$ cat src/rtl/jk_excitation_driver.sv
// Target-word FIFO feeding a JK excitation FSM: pop -> drive J/K for one cycle -> check Q.
// Define JK_TOGGLE_EN to drive changing bits with J=K=1 (toggle) instead of set/reset.
module jk_excitation_driver #(
  parameter int WIDTH = 4,
  parameter int DEPTH = 4,
  parameter int ERR_W = 8
) (
  input  logic             clk,
  input  logic             rstn,
  input  logic             in_valid,
  output logic             in_ready,
  input  logic [WIDTH-1:0] in_target,
  output logic [WIDTH-1:0] j_out,
  output logic [WIDTH-1:0] k_out,
  input  logic [WIDTH-1:0] q_fb,
  output logic             busy,
  output logic             done,
  output logic             err,
  output logic [ERR_W-1:0] err_cnt
);
  localparam int AW = $clog2(DEPTH);
  localparam logic [AW:0] FULL_CNT = (AW+1)'(DEPTH);

  typedef enum logic [1:0] {IDLE, DRIVE, CHECK} state_t;

  state_t           state;
  logic [WIDTH-1:0] mem [DEPTH];
  logic [AW-1:0]    wr_ptr;
  logic [AW-1:0]    rd_ptr;
  logic [AW:0]      count;
  logic             ready_en;
  logic [WIDTH-1:0] tgt;
  logic [WIDTH-1:0] head;
  logic [WIDTH-1:0] exc_j;
  logic [WIDTH-1:0] exc_k;
  logic             push;
  logic             pop;
  logic             full;
  logic             empty;
  logic             mismatch;

  assign full     = (count == FULL_CNT);
  assign empty    = (count == '0);
  // ready_en holds in_ready low until the first edge after reset release
  assign in_ready = ready_en && !full;
  assign push     = in_valid && in_ready;
  assign pop      = !empty && ((state == IDLE) || (state == CHECK));
  assign head     = mem[rd_ptr];
  assign busy     = (state != IDLE) || !empty;
  assign mismatch = (q_fb != tgt);

`ifdef JK_TOGGLE_EN
  assign exc_j = q_fb ^ head;
  assign exc_k = q_fb ^ head;
`else
  assign exc_j = ~q_fb & head;
  assign exc_k = q_fb & ~head;
`endif

  always_ff @(posedge clk or negedge rstn) begin
    if (!rstn) begin
      wr_ptr   <= '0;
      rd_ptr   <= '0;
      count    <= '0;
      ready_en <= 1'b0;
    end else begin
      ready_en <= 1'b1;
      if (push) wr_ptr <= wr_ptr + AW'(1);
      if (pop)  rd_ptr <= rd_ptr + AW'(1);
      if (push && !pop)      count <= count + (AW+1)'(1);
      else if (pop && !push) count <= count - (AW+1)'(1);
    end
  end

  always_ff @(posedge clk) begin
    if (push) mem[wr_ptr] <= in_target;
  end

  always_ff @(posedge clk or negedge rstn) begin
    if (!rstn) begin
      state   <= IDLE;
      j_out   <= '0;
      k_out   <= '0;
      tgt     <= '0;
      done    <= 1'b0;
      err     <= 1'b0;
      err_cnt <= '0;
    end else begin
      done <= 1'b0;
      err  <= 1'b0;
      case (state)
        IDLE: begin
          if (pop) begin
            tgt   <= head;
            j_out <= exc_j;
            k_out <= exc_k;
            state <= DRIVE;
          end
        end
        DRIVE: begin
          // flip-flops capture at this edge; release drive so Q holds during CHECK
          j_out <= '0;
          k_out <= '0;
          state <= CHECK;
        end
        CHECK: begin
          done <= 1'b1;
          err  <= mismatch;
          if (mismatch && (err_cnt != '1)) err_cnt <= err_cnt + ERR_W'(1);
          if (pop) begin
            tgt   <= head;
            j_out <= exc_j;
            k_out <= exc_k;
            state <= DRIVE;
          end else begin
            state <= IDLE;
          end
        end
        default: state <= IDLE;
      endcase
    end
  end
endmodule

$ cat config.mk
export PLATFORM = sky130hd
export DESIGN_NAME = jk_excitation_driver
export DESIGN_NICKNAME = d
export VERILOG_FILES = /design/src/rtl/jk_excitation_driver.sv
export SDC_FILE = /design/constraint.sdc
export NUM_CORES = 1
export LEC_CHECK = 0
export ABC_AREA = 1
export CORE_MARGIN = 1.5
export CORE_UTILIZATION = 48
export CTS_BUF_LIST = sky130_fd_sc_hd__clkbuf_8
export CTS_CLUSTER_SIZE = 28
export DETAILED_ROUTE_END_ITERATION = 6
export GPL_TIMING_DRIVEN = 0
export PLACE_DENSITY = 0.8
export SETUP_SLACK_MARGIN = 0.1
export SLEW_MARGIN = 40
export SYNTH_ARGS = -nofsm -noshare
export SYNTH_HDL_FRONTEND = slang
export SYNTH_SLANG_ARGS = --single-unit
$ cat constraint.sdc
create_clock -name clk -period 2.33 [get_ports clk]
set_input_delay 0.466 -clock clk [delete_from_list [all_inputs] [get_ports clk]]
set_output_delay 0.466 -clock clk [all_outputs]
set_load 0.02 [all_outputs]
==> tab_implementation.tex <==
\begin{tabular}{lr}
\hline
Metric & Value \\
\hline
\multicolumn{2}{l}{\textbf{Outcome}} \\
Outcome & complete, no violations \\
\multicolumn{2}{l}{\textbf{Global routing}} \\
Antenna violations before repair & 0 \\
Via count of the first global-routing pass & 1622 \\
Total global-route track usage & 18.2\% \\
Largest net degree at the start of global routing & 26 \\
GRT overflow & 0 \\
Wire length of the first global-routing pass & 7.22 mm \\
\multicolumn{2}{l}{\textbf{Setup path}} \\
Maximum fanout count along the critical path & 3 \\
Slowest stage cell, crit path & sky130\_fd\_sc\_hd\_\_clkdlybuf4s50\_1 \\
CP Capture Type & output port \\
Critical path launch point type & flip-flop \\
Critical path class & flip-flop to output port \\
Delay of the slowest cell on the worst path & 0.64 ns \\
CP cell instances & inv\_1 -> a31oi\_2 -> clkdlybuf4s50\_1 \\
Required time of the critical path & 1.86 ns \\
Worst endpoint data arrival time & 1.67 ns \\
\multicolumn{2}{l}{\textbf{Floorplanning}} \\
Number of primary I/O pins & 31 \\
Area of the die & 5070 um\^{}2 \\
Horizontal extent of the die & 71.2 um \\
Floorplan row count & 24 \\
Initial standard-cell utilization of the core & 50.6\% \\
Core area & 4410 um\^{}2 \\
Die height & 71.2 um \\
\multicolumn{2}{l}{\textbf{Route}} \\
Drt first-iter violations & 168 \\
Number of antenna-violating nets in the routed design & 0 \\
Via count & 1629 \\
Met2 WL post-DR & 1.96 mm \\
Via density per instance & 4.97 \\
Detailed route wirelength on metal3 & 125 um \\
Length of routed wiring on met1 & 1.88 mm \\
TritonRoute pass-1 iters & 4 \\
WL per Instance & 12.3 um \\
Highest routing layer actually used & met4 \\
Final routed DRC violation total & 0 \\
Sum of routed wire length over all layers & 4.04 mm \\
\multicolumn{2}{l}{\textbf{Yosys}} \\
Register bit total from synthesis & 48 \\
Mux share of post-synthesis cell area & 0\% \\
Mapped Nets & 254 \\
Avg Cell Area, Syn & 9.46 um\^{}2 \\
Number of different library cells in the post-synthesis netlist & 27 \\
Post-synth top area share & 35.9\% \\
Ranking of synthesized cells by instance count & sky130\_fd\_sc\_hd\_\_nand2\_1, sky130\_fd\_sc\_hd\_\_inv\_1, sky130\_fd\_sc\_hd\_\_dfrtp\_1 \\
Yosys warns & 0 \\
Ys flop type & sky130\_fd\_sc\_hd\_\_dfrtp\_1 \\
Most frequent cell after synthesis & sky130\_fd\_sc\_hd\_\_nand2\_1 \\
Post-synthesis simple-gate area fraction & 23.5\% \\
Sequential element share of the synthesized area & 57.4\% \\
Adder and majority gate portion of the synthesized area & 4.26\% \\
Fraction of registers with async set/reset & 66.7\% \\
Biggest area consumer among synthesized cells & sky130\_fd\_sc\_hd\_\_dfrtp\_1 \\
Combinational family with the most area after synthesis & simple AND/OR/NAND/NOR gates \\
Count of flip-flops with a built-in enable after synthesis & 16 \\
Share of the synthesized area in compound gates (AO/OA/AOI/OAI) & 5.38\% \\
Cells after Synth & 236 \\
Ranking of synthesized cells by area & sky130\_fd\_sc\_hd\_\_dfrtp\_1, sky130\_fd\_sc\_hd\_\_edfxtp\_1, sky130\_fd\_sc\_hd\_\_nand2\_1 \\
Total standard cell area after synthesis & 2230 um\^{}2 \\
XOR/XNOR Fraction of Synth Area & 1.96\% \\
\multicolumn{2}{l}{\textbf{CTS}} \\
H-Tree Depth & 2 \\
Number of clock sinks & 48 \\
Max Root-Sink Buffers & 2 \\
CTS tree & done \\
CTS buffer count & 5 \\
CTS clk-pin slew, worst paths & 0.08 ns \\
Clk\_lat worst skew & 0.30 ns \\
Root buf cell & sky130\_fd\_sc\_hd\_\_clkbuf\_8 \\
\multicolumn{2}{l}{\textbf{STA}} \\
Post-route fraction of the period consumed by the critical path & 91.7\% \\
Final-report setup violation count & 0 \\
Number of hold-slack violations in the final timing report & 0 \\
Transition time at the pin with the least slew margin & 0.626 ns \\
Total count of max-transition violations in the final report & 0 \\
Min cycle time layout & 2.14 ns \\
Max transition margin & 58.0\% \\
Fin Clk Skew & 0.00844 ns \\
Setup tns final & 0 ns \\
Worst Hold Margin & 0.461 ns \\
RSZ-0062 raised after global routing & yes \\
Maximum clock rate & 468 MHz \\
\multicolumn{2}{l}{\textbf{Layout}} \\
Count of antenna diodes in the layout & 0 \\
Post-route standard cell area excluding fillers & 2750 um\^{}2 \\
Multi-input combinational cell area & 791 um\^{}2 \\
Syn-to-layout area delta & 23.2\% \\
Sequential standard cell area & 1280 um\^{}2 \\
Number of nets in the final layout & 293 \\
Fillcell total & 352 \\
Fraction of final layout cells sized beyond drive strength 1 & 8.33\% \\
Layout Utilization & 62.3\% \\
\multicolumn{2}{l}{\textbf{Pwr}} \\
Power consumption & 0.00321 W \\
Reported leakage power & 1.28 nW \\
Power density relative to cell area & 1170 nW/um\^{}2 \\
Worst ir drop on vdd & 0.468 mV \\
\multicolumn{2}{l}{\textbf{Worst hold path}} \\
Tightest Hold Check Type & flip-flop to flip-flop \\
\multicolumn{2}{l}{\textbf{Placement}} \\
Count of buffers from port buffering & 30 \\
Gp weighted congestion & 0.760 \\
Area after detailed placement & 2620 um\^{}2 \\
HPWL after detailed placement & 2.94 mm \\
\multicolumn{2}{l}{\textbf{Flow run}} \\
Max-capacitance violation count & 0 \\
\hline
\end{tabular}
## worst paths after layout
check                           slack [ns]        to      from  cells past startpoint
worst max-delay path                  0.19  in_ready  count[0]                      3
worst min-delay path                  0.46  state[1]  state[1]                      1
worst max register to register        0.24  count[2]  count[0]                     10
worst min register to register        0.46  state[1]  state[1]                      1
max in group asynchronous             1.39  count[0]      rstn                      3
min in group asynchronous             0.55  j_out[2]      rstn                      2
## registers in the layout (all words and copies together), names as in the netlist
signal / cells
ready_en: 1
wr_ptr: 2
state: 2
k_out: 4
err_cnt: 8
rd_ptr: 2
tgt: 4
err: 1
mem: 16
done: 1
j_out: 4
count: 3
## timing repair
item	CTS	global route
resized for setup	0	2
setup buffers	0	0
setup endpoints to repair	0	2
hold buffers	0	1
endpoints found under the hold margin	0	7
## layout make-up
class                   instances  share of cell area [%]
inverters                      38                    5.19
flip-flops and latches         48                    46.6
repair buffers                 32                    12.2
clock inverters                 3                    1.68
multi-input cells             147                    28.8
well taps                      52                    2.37
clock buffers                   5                    2.50
plain buffers                   3                   0.728
## cell families (layout without fill, tap and decap cells)
family / count (synthesis) / in the layout
DFF: 48 / 48
other: 1 / 1
xor gates and xnor gates: 5 / 5
AOI/OAI and AO/OA: 21 / 21
and+or+nand+nor: 113 / 113
buffers and inverters: 41 / 81
adders and majority gates: 7 / 7
## metal layers
layer | track usage (%) | up-vias
li1 | - | 840
met1 | 23.8 | 757
met2 | 30.0 | 26
met3 | 3.99 | 6
met4 | 6.29 | 0
met5 | 0 | -
## worst max-delay path: cells and delay by family (launching register included)
family,cells,cell delay [ns]
AOI/OAI and AO/OA,1,0.23
buffers and inverters,2,0.73
DFF,1,0.42
## placed cells by master, fill, tap and decap left out, drive strengths merged, types with 2 or more instances in the layout
cell,count
nand2,64
inv,38
dfrtp,32
clkdlybuf4s50,28
nand3,20
nor2,17
edfxtp,16
o21ai,13
nand4,9
ha,6
clkbuf,5
buf,5
o22ai,4
xor2,4
nand3b,3
a21oi,2
## per-stage QoR
| stage | setup slack, ns | instances |
|---|---|---|
| 2_1_floorplan | 0.179 | 236 |
| 3_3_place_gp | 0.0173 | 318 |
| 3_5_place_dp | -0.0172 | 319 |
| 4_1_cts | 0.112 | 327 |
| 5_1_grt | 0.0358 | 328 |
| 6_report | 0.193 | 328 |
## report_power, final
part	switching (W)	leakage (nW)	total [W]	internal, W
Clock	0.000285	0.0548	0.000608	0.000323
Combinational	0.000811	0.673	0.00133	0.000522
Sequential	0.000157	0.550	0.00127	0.00112
Total	0.00125	1.28	0.00321	0.00196
Note: power is estimated with default switching activity, not from simulation.
